==> src/rtl/scroller_pkg.sv <==
// Shared definitions for the phrase scroller: state encoding, mode codes
// and the default blank character.
package scroller_pkg;

    typedef enum logic [1:0] {
        IDLE  = 2'd0,
        SHOW  = 2'd1,
        CYCLE = 2'd2
    } state_t;

    localparam logic MODE_PAGE   = 1'b0;
    localparam logic MODE_SCROLL = 1'b1;

    localparam logic [4:0] DEFAULT_BLANK = 5'b11111;

endpackage

==> src/rtl/tick_divider.sv <==
// Advance-tick generator: counts enabled clk cycles and emits a one-cycle
// tick on the last count of each TICK_DIV-cycle period.
module tick_divider #(
    parameter int TICK_DIV = 100_000_000
) (
    input  logic clk,
    input  logic rst,
    input  logic en,
    input  logic clr,
    output logic tick
);

    localparam int CNT_W = (TICK_DIV > 2) ? $clog2(TICK_DIV) : 1;
    localparam logic [CNT_W-1:0] TERM_CNT = CNT_W'(TICK_DIV - 1);

    logic [CNT_W-1:0] r_cnt;

    assign tick = en && (r_cnt == TERM_CNT);

    // Count while enabled, wrap on terminal count; clear dominates enable.
    always_ff @(posedge clk) begin
        if (rst || clr) begin
            r_cnt <= '0;
        end else if (en) begin
            r_cnt <= tick ? '0 : r_cnt + CNT_W'(1);
        end
    end

endmodule

==> src/rtl/phrase_scroller.sv <==
// Phrase display engine: latches a phrase and shows a DISP_CHARS-wide window
// that pages or scrolls on each divided-clock tick.
// Optional feature macro: SCROLLER_PAUSE_EN adds a pause input that freezes
// the tick count, offset and display.
//
// state | meaning
// IDLE  | no phrase held, display all blanks
// SHOW  | phrase fits on the display, static
// CYCLE | phrase longer than the display, advancing on ticks
module phrase_scroller
    import scroller_pkg::*;
#(
    parameter int                CHAR_W     = 5,
    parameter int                DISP_CHARS = 8,
    parameter int                MAX_CHARS  = 16,
    parameter int                TICK_DIV   = 100_000_000,
    parameter logic [CHAR_W-1:0] BLANK_CODE = CHAR_W'(DEFAULT_BLANK)
) (
    input  logic                             clk,
    input  logic                             rst,
    input  logic                             load,
    input  logic [MAX_CHARS*CHAR_W-1:0]      phrase_data,
    input  logic [$clog2(MAX_CHARS+1)-1:0]   phrase_len,
    input  logic                             mode,
`ifdef SCROLLER_PAUSE_EN
    input  logic                             pause,
`endif
    output logic [DISP_CHARS*CHAR_W-1:0]     display,
    output logic                             wrap,
    output logic                             busy
);

    localparam int LEN_W = $clog2(MAX_CHARS + 1);
    localparam int OFF_W = $clog2(MAX_CHARS + DISP_CHARS);
    localparam int IDX_W = $clog2(MAX_CHARS);

    state_t                         r_state, w_state_nxt;
    logic [CHAR_W-1:0]              r_buf [MAX_CHARS];
    logic [CHAR_W-1:0]              w_buf_nxt [MAX_CHARS];
    logic [LEN_W-1:0]               r_len, w_len_nxt, w_len_eff;
    logic                           r_mode, w_mode_nxt;
    logic [OFF_W-1:0]               r_offset, w_offset_nxt;
    logic [DISP_CHARS*CHAR_W-1:0]   r_display, w_display_nxt;
    logic                           r_wrap, w_wrap_nxt;
    logic [31:0]                    w_sum;
    logic                           w_tick, w_pause, w_cnt_en;

`ifdef SCROLLER_PAUSE_EN
    assign w_pause = pause;
`else
    assign w_pause = 1'b0;
`endif

    assign w_cnt_en = (r_state == CYCLE) && !w_pause;

    tick_divider #(
        .TICK_DIV (TICK_DIV)
    ) u_tick_divider (
        .clk  (clk),
        .rst  (rst),
        .en   (w_cnt_en),
        .clr  (load),
        .tick (w_tick)
    );

    // Load (priority) or tick advance: next state, buffer, length and offset.
    always_comb begin
        w_state_nxt  = r_state;
        w_buf_nxt    = r_buf;
        w_len_nxt    = r_len;
        w_mode_nxt   = r_mode;
        w_offset_nxt = r_offset;
        w_wrap_nxt   = 1'b0;
        w_len_eff    = '0;
        w_sum        = '0;
        if (load) begin
            w_len_eff = (32'(phrase_len) > 32'(MAX_CHARS)) ? LEN_W'(MAX_CHARS) : phrase_len;
            for (int k = 0; k < MAX_CHARS; k++) begin
                w_buf_nxt[k] = phrase_data[(MAX_CHARS-1-k)*CHAR_W +: CHAR_W];
            end
            w_len_nxt    = w_len_eff;
            w_mode_nxt   = mode;
            w_offset_nxt = '0;
            if (w_len_eff == '0) begin
                w_state_nxt = IDLE;
            end else if (32'(w_len_eff) <= 32'(DISP_CHARS)) begin
                w_state_nxt = SHOW;
            end else begin
                w_state_nxt = CYCLE;
            end
        end else if (w_tick) begin
            if (r_mode == MODE_SCROLL) begin
                w_sum = 32'(r_offset) + 32'd1;
                // Only reached in CYCLE, where r_len > DISP_CHARS, so no underflow.
                if (w_sum > 32'(r_len) - 32'(DISP_CHARS)) begin
                    w_offset_nxt = '0;
                    w_wrap_nxt   = 1'b1;
                end else begin
                    w_offset_nxt = OFF_W'(w_sum);
                end
            end else begin
                w_sum = 32'(r_offset) + 32'(DISP_CHARS);
                if (w_sum >= 32'(r_len)) begin
                    w_offset_nxt = '0;
                    w_wrap_nxt   = 1'b1;
                end else begin
                    w_offset_nxt = OFF_W'(w_sum);
                end
            end
        end
    end

    // Window mux built from next-cycle values so display lands with the offset.
    always_comb begin
        w_display_nxt = '0;
        for (int unsigned i = 0; i < DISP_CHARS; i++) begin
            logic [31:0] idx;
            idx = 32'(w_offset_nxt) + 32'(i);
            if (idx < 32'(w_len_nxt)) begin
                w_display_nxt[(DISP_CHARS-1-i)*CHAR_W +: CHAR_W] = w_buf_nxt[idx[IDX_W-1:0]];
            end else begin
                w_display_nxt[(DISP_CHARS-1-i)*CHAR_W +: CHAR_W] = BLANK_CODE;
            end
        end
    end

    // FSM state register.
    always_ff @(posedge clk) begin
        if (rst) begin
            r_state <= IDLE;
        end else begin
            r_state <= w_state_nxt;
        end
    end

    // Phrase buffer, offset and registered display/wrap.
    always_ff @(posedge clk) begin
        if (rst) begin
            for (int k = 0; k < MAX_CHARS; k++) begin
                r_buf[k] <= BLANK_CODE;
            end
            r_len     <= '0;
            r_mode    <= MODE_PAGE;
            r_offset  <= '0;
            r_display <= {DISP_CHARS{BLANK_CODE}};
            r_wrap    <= 1'b0;
        end else begin
            r_buf     <= w_buf_nxt;
            r_len     <= w_len_nxt;
            r_mode    <= w_mode_nxt;
            r_offset  <= w_offset_nxt;
            r_display <= w_display_nxt;
            r_wrap    <= w_wrap_nxt;
        end
    end

    assign display = r_display;
    assign wrap    = r_wrap;
    assign busy    = (r_state == CYCLE);

endmodule
==> config.mk <==
export PLATFORM = sky130hd
export DESIGN_NAME = phrase_scroller
export DESIGN_NICKNAME = d
export VERILOG_FILES = /design/src/rtl/scroller_pkg.sv /design/src/rtl/tick_divider.sv /design/src/rtl/phrase_scroller.sv
export SDC_FILE = /design/constraint.sdc
export NUM_CORES = 1
export LEC_CHECK = 0
export BUFFER_PORTS_ARGS = -buffer_cell sky130_fd_sc_hd__buf_2
export CAP_MARGIN = 20
export CELL_PAD_IN_SITES_DETAIL_PLACEMENT = 0
export CELL_PAD_IN_SITES_GLOBAL_PLACEMENT = 1
export CORE_AREA = 4 4 193 195
export CTS_CLUSTER_SIZE = 28
export DETAILED_ROUTE_END_ITERATION = 10
export DIE_AREA = 0 0 197 199
export PLACE_DENSITY_LB_ADDON = 0.1
export SYNTH_ARGS = -nofsm -noshare
export SYNTH_HDL_FRONTEND = slang
export SYNTH_HIERARCHICAL = 1
export SYNTH_SLANG_ARGS = --single-unit
==> constraint.sdc <==
create_clock -name clk -period 7.8 [get_ports clk]
set_input_delay 0.78 -clock clk [delete_from_list [all_inputs] [get_ports clk]]
set_output_delay 0.78 -clock clk [all_outputs]
set_load 0.01 [all_outputs]
==> qor.csv <==
metric,value,unit
fp-row-count,69,
synthCells,1061,
required,8.11,ns
reg2reg_from,r_state[1],
clockBufferDepth,2,
initial_core_util,0.297,
critical_path_arrival,6.82,ns
cts_buffers,17,
async_flop_share,0,
drv_slew,0,
setup-violations-final,0,
cts_resized,0,
finalHoldViolCount,0,
crit_chain,nor2b_1 -> nand4_1 -> or4_1 -> nor2_1 -> nand3_1 -> xor2_1 -> nor2_1 -> o211ai_2 -> inv_1 -> ha_1 -> nand2_2 -> xnor2_2 -> inv_1 -> ha_1 -> a21o_1 -> a211oi_1 -> o21ai_0 -> a21oi_1 -> o21ai_0 -> nor2_1 -> a22oi_1,
drive_gt1_frac,0.331,
reg2reg_slack,1.29,ns
ir_worst_vdd,0.151,mV
drtIter0Drc,505,
ios,131,
finalWirelength,35.1,mm
tns,0,ns
ctsHoldBuffers,0,
r2r_cells,21,
die_area,39200,sq um
fp.coreArea,35400,sq um
powerDensity,172,nW/um^2
gr-usage-met2,0.295,
grt_pass1_wl,52.6,mm
min_period,6.51,ns
num_vias,8359,
first_pass_iters,5,
hold_path.class,reg2reg,
antenna_left,0,
path_common_cell,nor2_1,
holdPathStages,2,
busiest_layer,met2,
crit_path_end_kind,flip-flop,
numPortBuffers,130,
gr-usage-met1,0.231,
path_max_fanout,15,
status,completed,
ys_seq_area_frac,0.306,
avgSynthCellArea,9.92,sq um
rsz0062_at_grt,false,
dp_hpwl,27.1,mm
crit_buf_inv,2,
netlist_area,10500,sq um
root_buffer,clkbuf_16,
worstReg2RegEnd,display[34],
final_nets,1307,
cpPeakStageDelay,0.69,ns
insertion_delay,0.45,ns
die_w,197,um
maxCapViolCount,0,
finalClockSkew,0.0140,ns
hold_path_startpoint,r_state[1],
antenna_found_initial,0,
wl_per_cell,21.4,um
grt_pass1_vias,8518,
ys_ff_latch,161,
synth_ff_type,dfxtp_1,
fin_crit_sh,0.835,
ys_types,71,
p_leak,5.20,nW
clkTransAtPathRegs,0.07,ns
gp_congestion,0.842,
area_delta_synth_final,15.3,%
startpoint_type,flip-flop,
tritoncts,built,
synth_edf_count,0,
fmax,154,MHz
die_h,199,um
synth_nets,1203,
gr-total-overflow,0,
critical_path_class,reg2reg,
relSlewSlack,0.396,
ys.warnings.count,6,
clock_sinks,161,
antenna_cells,0,
htreeDepth,4,
cp_top_family,simple AND/OR/NAND/NOR gates,
drc,0,
grt_usage,0.179,
cts_setup_buffers,0,
met3_usage,0.0390,
worst_pin_slew,0.899,ns
min_to,r_state[1],
grt_max_degree,65,
crit_path_top_delay_cell,or4_1,
hold_ws,0.490,ns
finalPower,2.08,mW
vias_per_cell,5.10,
## flip-flops by register name, summed over array words and instances (netlist names)
| signal | cells |
|---|---|
| r_offset | 5 |
| wrap | 1 |
| r_buf | 80 |
| r_state | 2 |
| u_tick_divider/r_cnt | 27 |
| display | 40 |
| r_mode | 1 |
| r_len | 5 |
## worst reg2reg max path: stages, from the launching register on
cell and delay [ns]:
dfxtp_1 0.32, nor2b_1 0.46, nand4_1 0.21, or4_1 0.69, nor2_1 0.44, nand3_1 0.15
xor2_1 0.19, nor2_1 0.13, o211ai_2 0.31, inv_1 0.63, ha_1 0.38, nand2_2 0.10
xnor2_2 0.67, inv_1 0.11, ha_1 0.34, a21o_1 0.16, a211oi_1 0.24, o21ai_0 0.12
a21oi_1 0.12, o21ai_0 0.13, nor2_1 0.31, a22oi_1 0.17
## final cells by class
type / instances / area (sq um)
fillers: 3676 / 23300
clock buffers: 20 / 457
well taps: 461 / 577
inverters: 33 / 134
multi-input cells: 806 / 6820
flip-flops and latches: 161 / 3220
repair buffers: 146 / 773
clock inverters: 12 / 146
## synth_stat cells, types with 8 or more instances
cell / n / area share
a21o_1: 8 / 0.0057
a21oi_1: 41 / 0.019
a22oi_1: 25 / 0.018
buf_1: 9 / 0.0032
buf_2: 13 / 0.0062
buf_6: 11 / 0.012
clkbuf_1: 23 / 0.0082
dfxtp_1: 161 / 0.31
ha_1: 52 / 0.062
inv_1: 30 / 0.011
mux2_2: 89 / 0.095
mux2i_1: 159 / 0.15
mux4_2: 25 / 0.053
nand2_1: 20 / 0.0071
nand3_1: 15 / 0.0071
nand4_1: 12 / 0.0071
nor2_1: 74 / 0.026
nor2b_1: 9 / 0.0053
o21ai_0: 32 / 0.015
o21ai_1: 8 / 0.0038
o22ai_1: 27 / 0.016
or2_2: 81 / 0.048
xnor2_1: 17 / 0.014
xor2_1: 15 / 0.012
## through the flow
| step | util | std cells | worst slack (ns) | cell area (sq um) |
|---|---|---|---|---|
| after CTS | 0.343 | 1639 | 1.31 | 12100 |
| final | 0.343 | 1639 | 1.29 | 12100 |
| after floorplan | - | 1061 | 2.71 | 10500 |
| after global placement | 0.326 | 1607 | 1.57 | 11500 |
| after detailed placement | 0.326 | 1607 | 1.34 | 11500 |
| after global routing | 0.343 | 1639 | 0.600 | 12100 |
## report_power, final
part / internal, mW / total (mW) / switching, mW
Sequential: 0.861 / 0.884 / 0.0223
Clock: 0.497 / 0.883 / 0.386
Combinational: 0.141 / 0.315 / 0.174
Total: 1.50 / 2.08 / 0.582
## cells by family (layout without fill, tap and decap cells)
family,after synthesis,in the layout,share of synthesized area
simple gates,260,260,0.136
fa+ha+maj,53,53,0.0637
buf+inv,94,211,0.0456
compound gates,186,186,0.119
xor+xnor,33,33,0.0282
flops,161,161,0.306
mux,274,274,0.301
## worst max path at each step
stage               startpoint          end  slack (ns)  cells past startpoint
floorplan           r_state[1]  display[33]        2.71                     24
global placement    r_state[1]  display[34]        1.57                     21
detailed placement  r_state[1]  display[34]        1.34                     21
CTS                 r_state[1]  display[34]        1.31                     21
global route        r_state[1]  display[34]        0.60                     21
finish              r_state[1]  display[34]        1.29                     21
## cells in the final DEF (no fill, tap or decap), types with 7 or more instances in the layout
master,Yosys,final
dfxtp_1,161,161
mux2i_1,159,159
buf_2,13,129
mux2_2,89,89
or2_2,81,81
nor2_1,74,74
ha_1,52,52
a21oi_1,41,41
o21ai_0,32,32
inv_1,30,30
o22ai_1,27,27
mux4_2,25,25
a22oi_1,25,25
nand2_1,20,20
xnor2_1,17,17
clkbuf_16,0,17
buf_4,5,17
xor2_1,15,15
nand3_1,15,15
nand4_1,12,12
nor2b_1,9,9
a21o_1,8,8
o21ai_1,8,8
and3_1,7,7
or4_1,7,7
and4_1,7,7
## routing by layer
metal / wire [um] / share of wire
met5: 0 / 0
met3: 1490 / 0.042
met4: 932 / 0.027
met2: 16700 / 0.48
met1: 16000 / 0.45
Power figures use the tool's default switching activity.
